File: src/rtl/lifelike_grid.sv
// lifelike_grid: parametrised Life-like cellular automaton on a ROWS x COLS grid.
// Every cell's next state is computed in parallel, one generation per clock.
// A small control FSM (IDLE / RUN / HALT) sequences loading, single-stepping
// and free-running. It halts automatically when the grid is extinct or stable.
// Optional feature macro: LIFELIKE_PERIOD2_DETECT_EN adds period-2 oscillation
// detection through a prev-generation register. When the macro is undefined,
// osc2 is tied low.
module lifelike_grid #(
  parameter int          ROWS    = 16,
  parameter int          COLS    = 16,
  parameter bit          WRAP    = 1'b1,
  parameter logic [8:0]  BIRTH   = 9'b000001000,
  parameter logic [8:0]  SURVIVE = 9'b000001100,
  parameter int          GEN_W   = 16
) (
  input  logic                 clk,
  input  logic                 reset,
  input  logic                 load,
  input  logic [ROWS*COLS-1:0] pattern,
  input  logic                 run,
  input  logic                 step,
  output logic [ROWS*COLS-1:0] cells,
  output logic [GEN_W-1:0]     gen_count,
  output logic [1:0]           state,
  output logic                 extinct,
  output logic                 stable,
  output logic                 osc2
);

  localparam int N = ROWS * COLS;

  typedef enum logic [1:0] {
    IDLE = 2'b00,
    RUN  = 2'b01,
    HALT = 2'b10
  } state_t;

  state_t           state_q;
  logic [N-1:0]     cells_q;
  logic [N-1:0]     next_cells_d;
  logic [GEN_W-1:0] gen_q;
  logic             stable_q;
  logic             adv_d;
  logic             same_d;

  // Per-cell neighbour count and rule lookup, all cells in parallel
  for (genvar gi = 0; gi < N; gi++) begin : g_cell
    localparam int R = gi / COLS;
    localparam int C = gi % COLS;
    logic [3:0] cnt_d;

    // Sum the eight neighbours; off-grid ones wrap or count as dead
    always_comb begin
      int rr;
      int cc;
      cnt_d = 4'd0;
      rr = 0;
      cc = 0;
      for (int dr = -1; dr <= 1; dr++) begin
        for (int dc = -1; dc <= 1; dc++) begin
          if (!(dr == 0 && dc == 0)) begin
            rr = R + dr;
            cc = C + dc;
            if (WRAP) begin
              rr = (rr + ROWS) % ROWS;
              cc = (cc + COLS) % COLS;
              cnt_d = cnt_d + {3'd0, cells_q[rr*COLS+cc]};
            end else if (rr >= 0 && rr < ROWS && cc >= 0 && cc < COLS) begin
              cnt_d = cnt_d + {3'd0, cells_q[rr*COLS+cc]};
            end
          end
        end
      end
    end

    assign next_cells_d[gi] = cells_q[gi] ? SURVIVE[cnt_d] : BIRTH[cnt_d];
  end

  assign extinct = ~|cells_q;
  assign same_d  = (next_cells_d == cells_q);

  // An advance happens on a step pulse from IDLE (run low), or on every live RUN cycle
  assign adv_d = ((state_q == IDLE) && !run && step) ||
                 ((state_q == RUN) && run && !extinct);

`ifdef LIFELIKE_PERIOD2_DETECT_EN
  logic [N-1:0] prev_q;
  logic         prev_valid_q;
  logic         osc2_q;
`endif

  // Control FSM plus grid, counter and flag registers; reset > load > FSM action
  always_ff @(posedge clk) begin
    if (reset) begin
      state_q  <= IDLE;
      cells_q  <= '0;
      gen_q    <= '0;
      stable_q <= 1'b0;
`ifdef LIFELIKE_PERIOD2_DETECT_EN
      prev_q       <= '0;
      prev_valid_q <= 1'b0;
      osc2_q       <= 1'b0;
`endif
    end else if (load) begin
      state_q  <= IDLE;
      cells_q  <= pattern;
      gen_q    <= '0;
      stable_q <= 1'b0;
`ifdef LIFELIKE_PERIOD2_DETECT_EN
      prev_q       <= '0;
      prev_valid_q <= 1'b0;
      osc2_q       <= 1'b0;
`endif
    end else if (adv_d) begin
      if (same_d) begin
        // Fixed point reached: freeze everything and halt
        stable_q <= 1'b1;
        state_q  <= HALT;
      end else begin
        cells_q  <= next_cells_d;
        stable_q <= 1'b0;
        if (gen_q != {GEN_W{1'b1}}) begin
          gen_q <= gen_q + 1'b1;
        end
`ifdef LIFELIKE_PERIOD2_DETECT_EN
        prev_q       <= cells_q;
        prev_valid_q <= 1'b1;
        // Returning to the generation before last means a period-2 cycle
        if ((state_q == RUN) && prev_valid_q && (next_cells_d == prev_q)) begin
          osc2_q  <= 1'b1;
          state_q <= HALT;
        end
`endif
      end
    end else begin
      case (state_q)
        IDLE:    if (run) state_q <= RUN;
        RUN:     if (!run) state_q <= IDLE;
                 else if (extinct) state_q <= HALT;
        HALT:    state_q <= HALT;
        default: state_q <= IDLE;
      endcase
    end
  end

  assign cells     = cells_q;
  assign gen_count = gen_q;
  assign state     = state_q;
  assign stable    = stable_q;
`ifdef LIFELIKE_PERIOD2_DETECT_EN
  assign osc2 = osc2_q;
`else
  assign osc2 = 1'b0;
`endif

endmodule

File: config.mk
export PLATFORM = sky130hd
export DESIGN_NAME = lifelike_grid
export DESIGN_NICKNAME = d
export VERILOG_FILES = /design/src/rtl/lifelike_grid.sv
export SDC_FILE = /design/constraint.sdc
export NUM_CORES = 2
export LEC_CHECK = 0
export ABC_AREA = 1
export ABC_CLOCK_PERIOD_IN_PS = 4200
export BUFFER_PORTS_ARGS = -buffer_cell sky130_fd_sc_hd__buf_2
export CAP_MARGIN = 20
export CELL_PAD_IN_SITES_DETAIL_PLACEMENT = 1
export CELL_PAD_IN_SITES_GLOBAL_PLACEMENT = 1
export CORE_UTILIZATION = 42
export CTS_BUF_LIST = sky130_fd_sc_hd__clkbuf_8 sky130_fd_sc_hd__clkbuf_16
export CTS_CLUSTER_DIAMETER = 30
export DETAILED_ROUTE_END_ITERATION = 12
export PLACE_DENSITY_LB_ADDON = 0.1
export SLEW_MARGIN = 20
export SYNTH_ARGS = -nofsm -noshare
export SYNTH_HDL_FRONTEND = slang
export SYNTH_SLANG_ARGS = --single-unit
File: constraint.sdc
create_clock -name clk -period 4.2 [get_ports clk]
set_input_delay 0.42 -clock clk [delete_from_list [all_inputs] [get_ports clk]]
set_output_delay 0.42 -clock clk [all_outputs]
set_load 0.01 [all_outputs]
==> results.sh <==
export IMPL_outcome="finished, violations left"
export IMPL_failed_checks="negative setup slack"
export IMPL_path_max_fanout=9
export IMPL_grt_overflow=0
export IMPL_power_density_mw_per_mm2=733
export IMPL_finish_utilization_pct=58.0
export IMPL_rsz0062_at_grt="true"
export IMPL_grt_max_degree=106
export IMPL_dieHeight_um=392
export IMPL_cts_root_buf="clkbuf_16"
export IMPL_hold_path_class="in2reg"
export IMPL_fin_area_mm2=0.0873
export IMPL_startpoint_type="flip-flop"
export IMPL_routedWlPerCell_um=22.5
export IMPL_route_detailed_drc=0
export IMPL_setup_ws_ps=-1200
export IMPL_grt_pass1_vias=74100
export IMPL_leakage_uw=0.0472
export IMPL_ant_nets=0
export IMPL_fp_dieArea_mm2=0.154
export IMPL_gp_congestion=0.942
export IMPL_synth_ff_type="dfxtp_1"
export IMPL_yosysWarnings=0
export IMPL_clk_pin_slew_worst_paths_ps=40
export IMPL_power_uw=64000
export IMPL_io_pins=538
export IMPL_drive_gt1_share_pct=26.7
export IMPL_coreArea_mm2=0.150
export IMPL_drt_wl_total_um=285000
export IMPL_initial_core_util_pct=42.5
export IMPL_synth_edff_count=0
export IMPL_slew_viol_final=0
export IMPL_num_vias=66900
export IMPL_drt_iter0_drc=3527
export IMPL_async_flop_share_pct=0
export IMPL_dp_cells=12300
export IMPL_cp_data_arrival_time_ps=6060
export IMPL_cts_tree="built"
export IMPL_fmax_mhz=185
export IMPL_h_tree_depth=4
export IMPL_drv_cap=0
export IMPL_area_growth_pct=36.4
export IMPL_ir_drop_v=0.000346
export IMPL_gr_usage_all_layers_pct=36.8
export IMPL_rows=142
export IMPL_fin_crit_sh_pct=129
export IMPL_vias_per_cell=5.27
export IMPL_ys_seq_area_share_pct=8.60
export IMPL_nets=12700
export IMPL_avgSynthCellArea_um2=7.52
export IMPL_period_minus_slack_ps=5400
export IMPL_ys_ff_latch=275
export IMPL_tightestPinTransition_ps=1030
export IMPL_dieWidth_um=392
export IMPL_synth_cell_type_count=33
export IMPL_tns_ps=-294580
export IMPL_syn_area_mm2=0.0640
export IMPL_grt_antenna_before_repair=16
export IMPL_setup_violations=276
export IMPL_crit_type="reg2reg"
export IMPL_dpl_instance_area_mm2=0.0807
export IMPL_cts_sinks=275
export IMPL_finalNonFillerCells=12700
export IMPL_finalHoldViolCount=0
export IMPL_fin_worst_skew_ps=30.7
export IMPL_crit_path_end_kind="flip-flop"
export IMPL_dp_hpwl_um=230000
export IMPL_synth_nets=10700
export IMPL_clock_path_buffers=3
export IMPL_grt_pass1_wl_um=426000
export IMPL_drtPass1Iterations=5
export IMPL_clk_latency_ps=790
export IMPL_numCtsBuffers=137
export IMPL_required_ps=4860
export IMPL_synth_cells=8515
export IMPL_portBuffers=536
export IMPL_slew_headroom_pct=31.5
## critical path, cell delays in order (launching register included)
cell	delay, ps
dfxtp_4	400
fa_1	570
inv_1	60
fa_1	450
fa_1	490
inv_1	60
ha_2	180
fa_1	480
a21boi_2	190
nand2_1	100
nand2_1	70
nand2_1	50
nor2_1	220
nand2_1	120
nor2_2	160
nand2_2	100
nor2_2	110
buf_4	130
nand2_4	80
nor2_4	190
nand3_4	140
nand2_8	220
buf_12	190
buf_12	150
buf_16	120
nand2_1	50
nand2_1	80
nor2_2	70
## metal layers
metal	vias to the layer above	wire length (um)	part of all wire (%)	track usage, %
li1	30300	-	-	-
met1	33900	114000	40	44.1
met2	2012	137000	48	62.5
met3	735	17000	5.9	6.16
met4	6	17900	6.3	20.6
met5	-	40	0.014	0
## registers in the layout, indices dropped and copies added (netlist names)
register   flops
cells        256
stable         1
state          2
gen_count     16
## cell families after synthesis
| family | synth area share (%) |
|---|---|
| AND/OR/NAND/NOR | 23.0 |
| adder cells (fa/ha/maj) | 49.2 |
| buffers and inverters | 11.3 |
| other | 0.00586 |
| XOR/XNOR | 0.233 |
| flip-flops | 8.60 |
| AO/OA/AOI/OAI | 7.68 |
## synth_stat cells (11+ instances only)
library cell | number | area (um^2)
nor2_1 | 769 | 2890
buf_1 | 16 | 60.1
nand3b_1 | 175 | 1310
buf_4 | 38 | 285
o21ai_0 | 539 | 2700
nand4_1 | 80 | 500
clkbuf_1 | 84 | 315
a21oi_1 | 84 | 420
nand2_1 | 2273 | 8530
a21boi_1 | 73 | 548
nor3_1 | 13 | 65.1
ha_1 | 878 | 11000
buf_2 | 11 | 55.1
fa_1 | 1024 | 20500
dfxtp_1 | 275 | 5510
o21bai_1 | 40 | 300
a21boi_0 | 116 | 871
inv_1 | 1723 | 6470
nand3_1 | 237 | 1190
## final cells by class
cell class / count / area, um^2
clock inverter: 82 / 414
antenna: 5 / 12.5
multi-input combinational: 6357 / 52300
fill: 18900 / 63200
sequential: 275 / 6080
clock buffer: 165 / 3870
inverter: 1732 / 6530
timing repair buffer: 2057 / 15600
tap: 2016 / 2520
## final timing paths
check,from,endpoint,slack (ps),cells past startpoint
max,cells[160]$_SDFFE_PP0P_,cells[37]$_SDFFE_PP0P_,-1200,27
min,pattern[108],cells[108]$_SDFFE_PP0P_,30,5
max reg2reg,cells[160]$_SDFFE_PP0P_,cells[37]$_SDFFE_PP0P_,-1200,27
min reg2reg,gen_count[15]$_SDFFE_PP0P_,gen_count[15]$_SDFFE_PP0P_,500,2
## cells in the final DEF, fill, tap and decap left out, drive strengths merged, types with 173 or more instances in the layout
| cell type | n |
|---|---|
| nand2 | 2275 |
| buf | 2014 |
| inv | 1784 |
| fa | 1024 |
| ha | 878 |
| nor2 | 771 |
| o21ai | 542 |
| dfxtp | 275 |
| nand3 | 238 |
| a21boi | 189 |
| nand3b | 175 |
| clkbuf | 173 |
## repair_timing
action / 4_1_cts / 5_1_grt
buffers inserted: 22 / 37
hold endpoints to repair: 35 / 0
pin swaps: 61 / 96
hold buffers: 35 / 0
setup endpoints to repair: 276 / 276
resized for setup: 168 / 143
gates cloned: 14 / 8
## stage by stage
step / hold slack, ps / worst slack [ps]
after floorplan: 496 / -36.7
after global placement: 476 / -1600
after detailed placement: 489 / -1660
after CTS: 7.79 / -1080
after global routing: 47.3 / -1300
final: 30.3 / -1200
## power breakdown
part           switching (uW)  internal [uW]
clock                    2810           6410
combinational           27600          22900
sequential               1050           3240
total                   31400          32600
(Power assumes the default switching activity.)
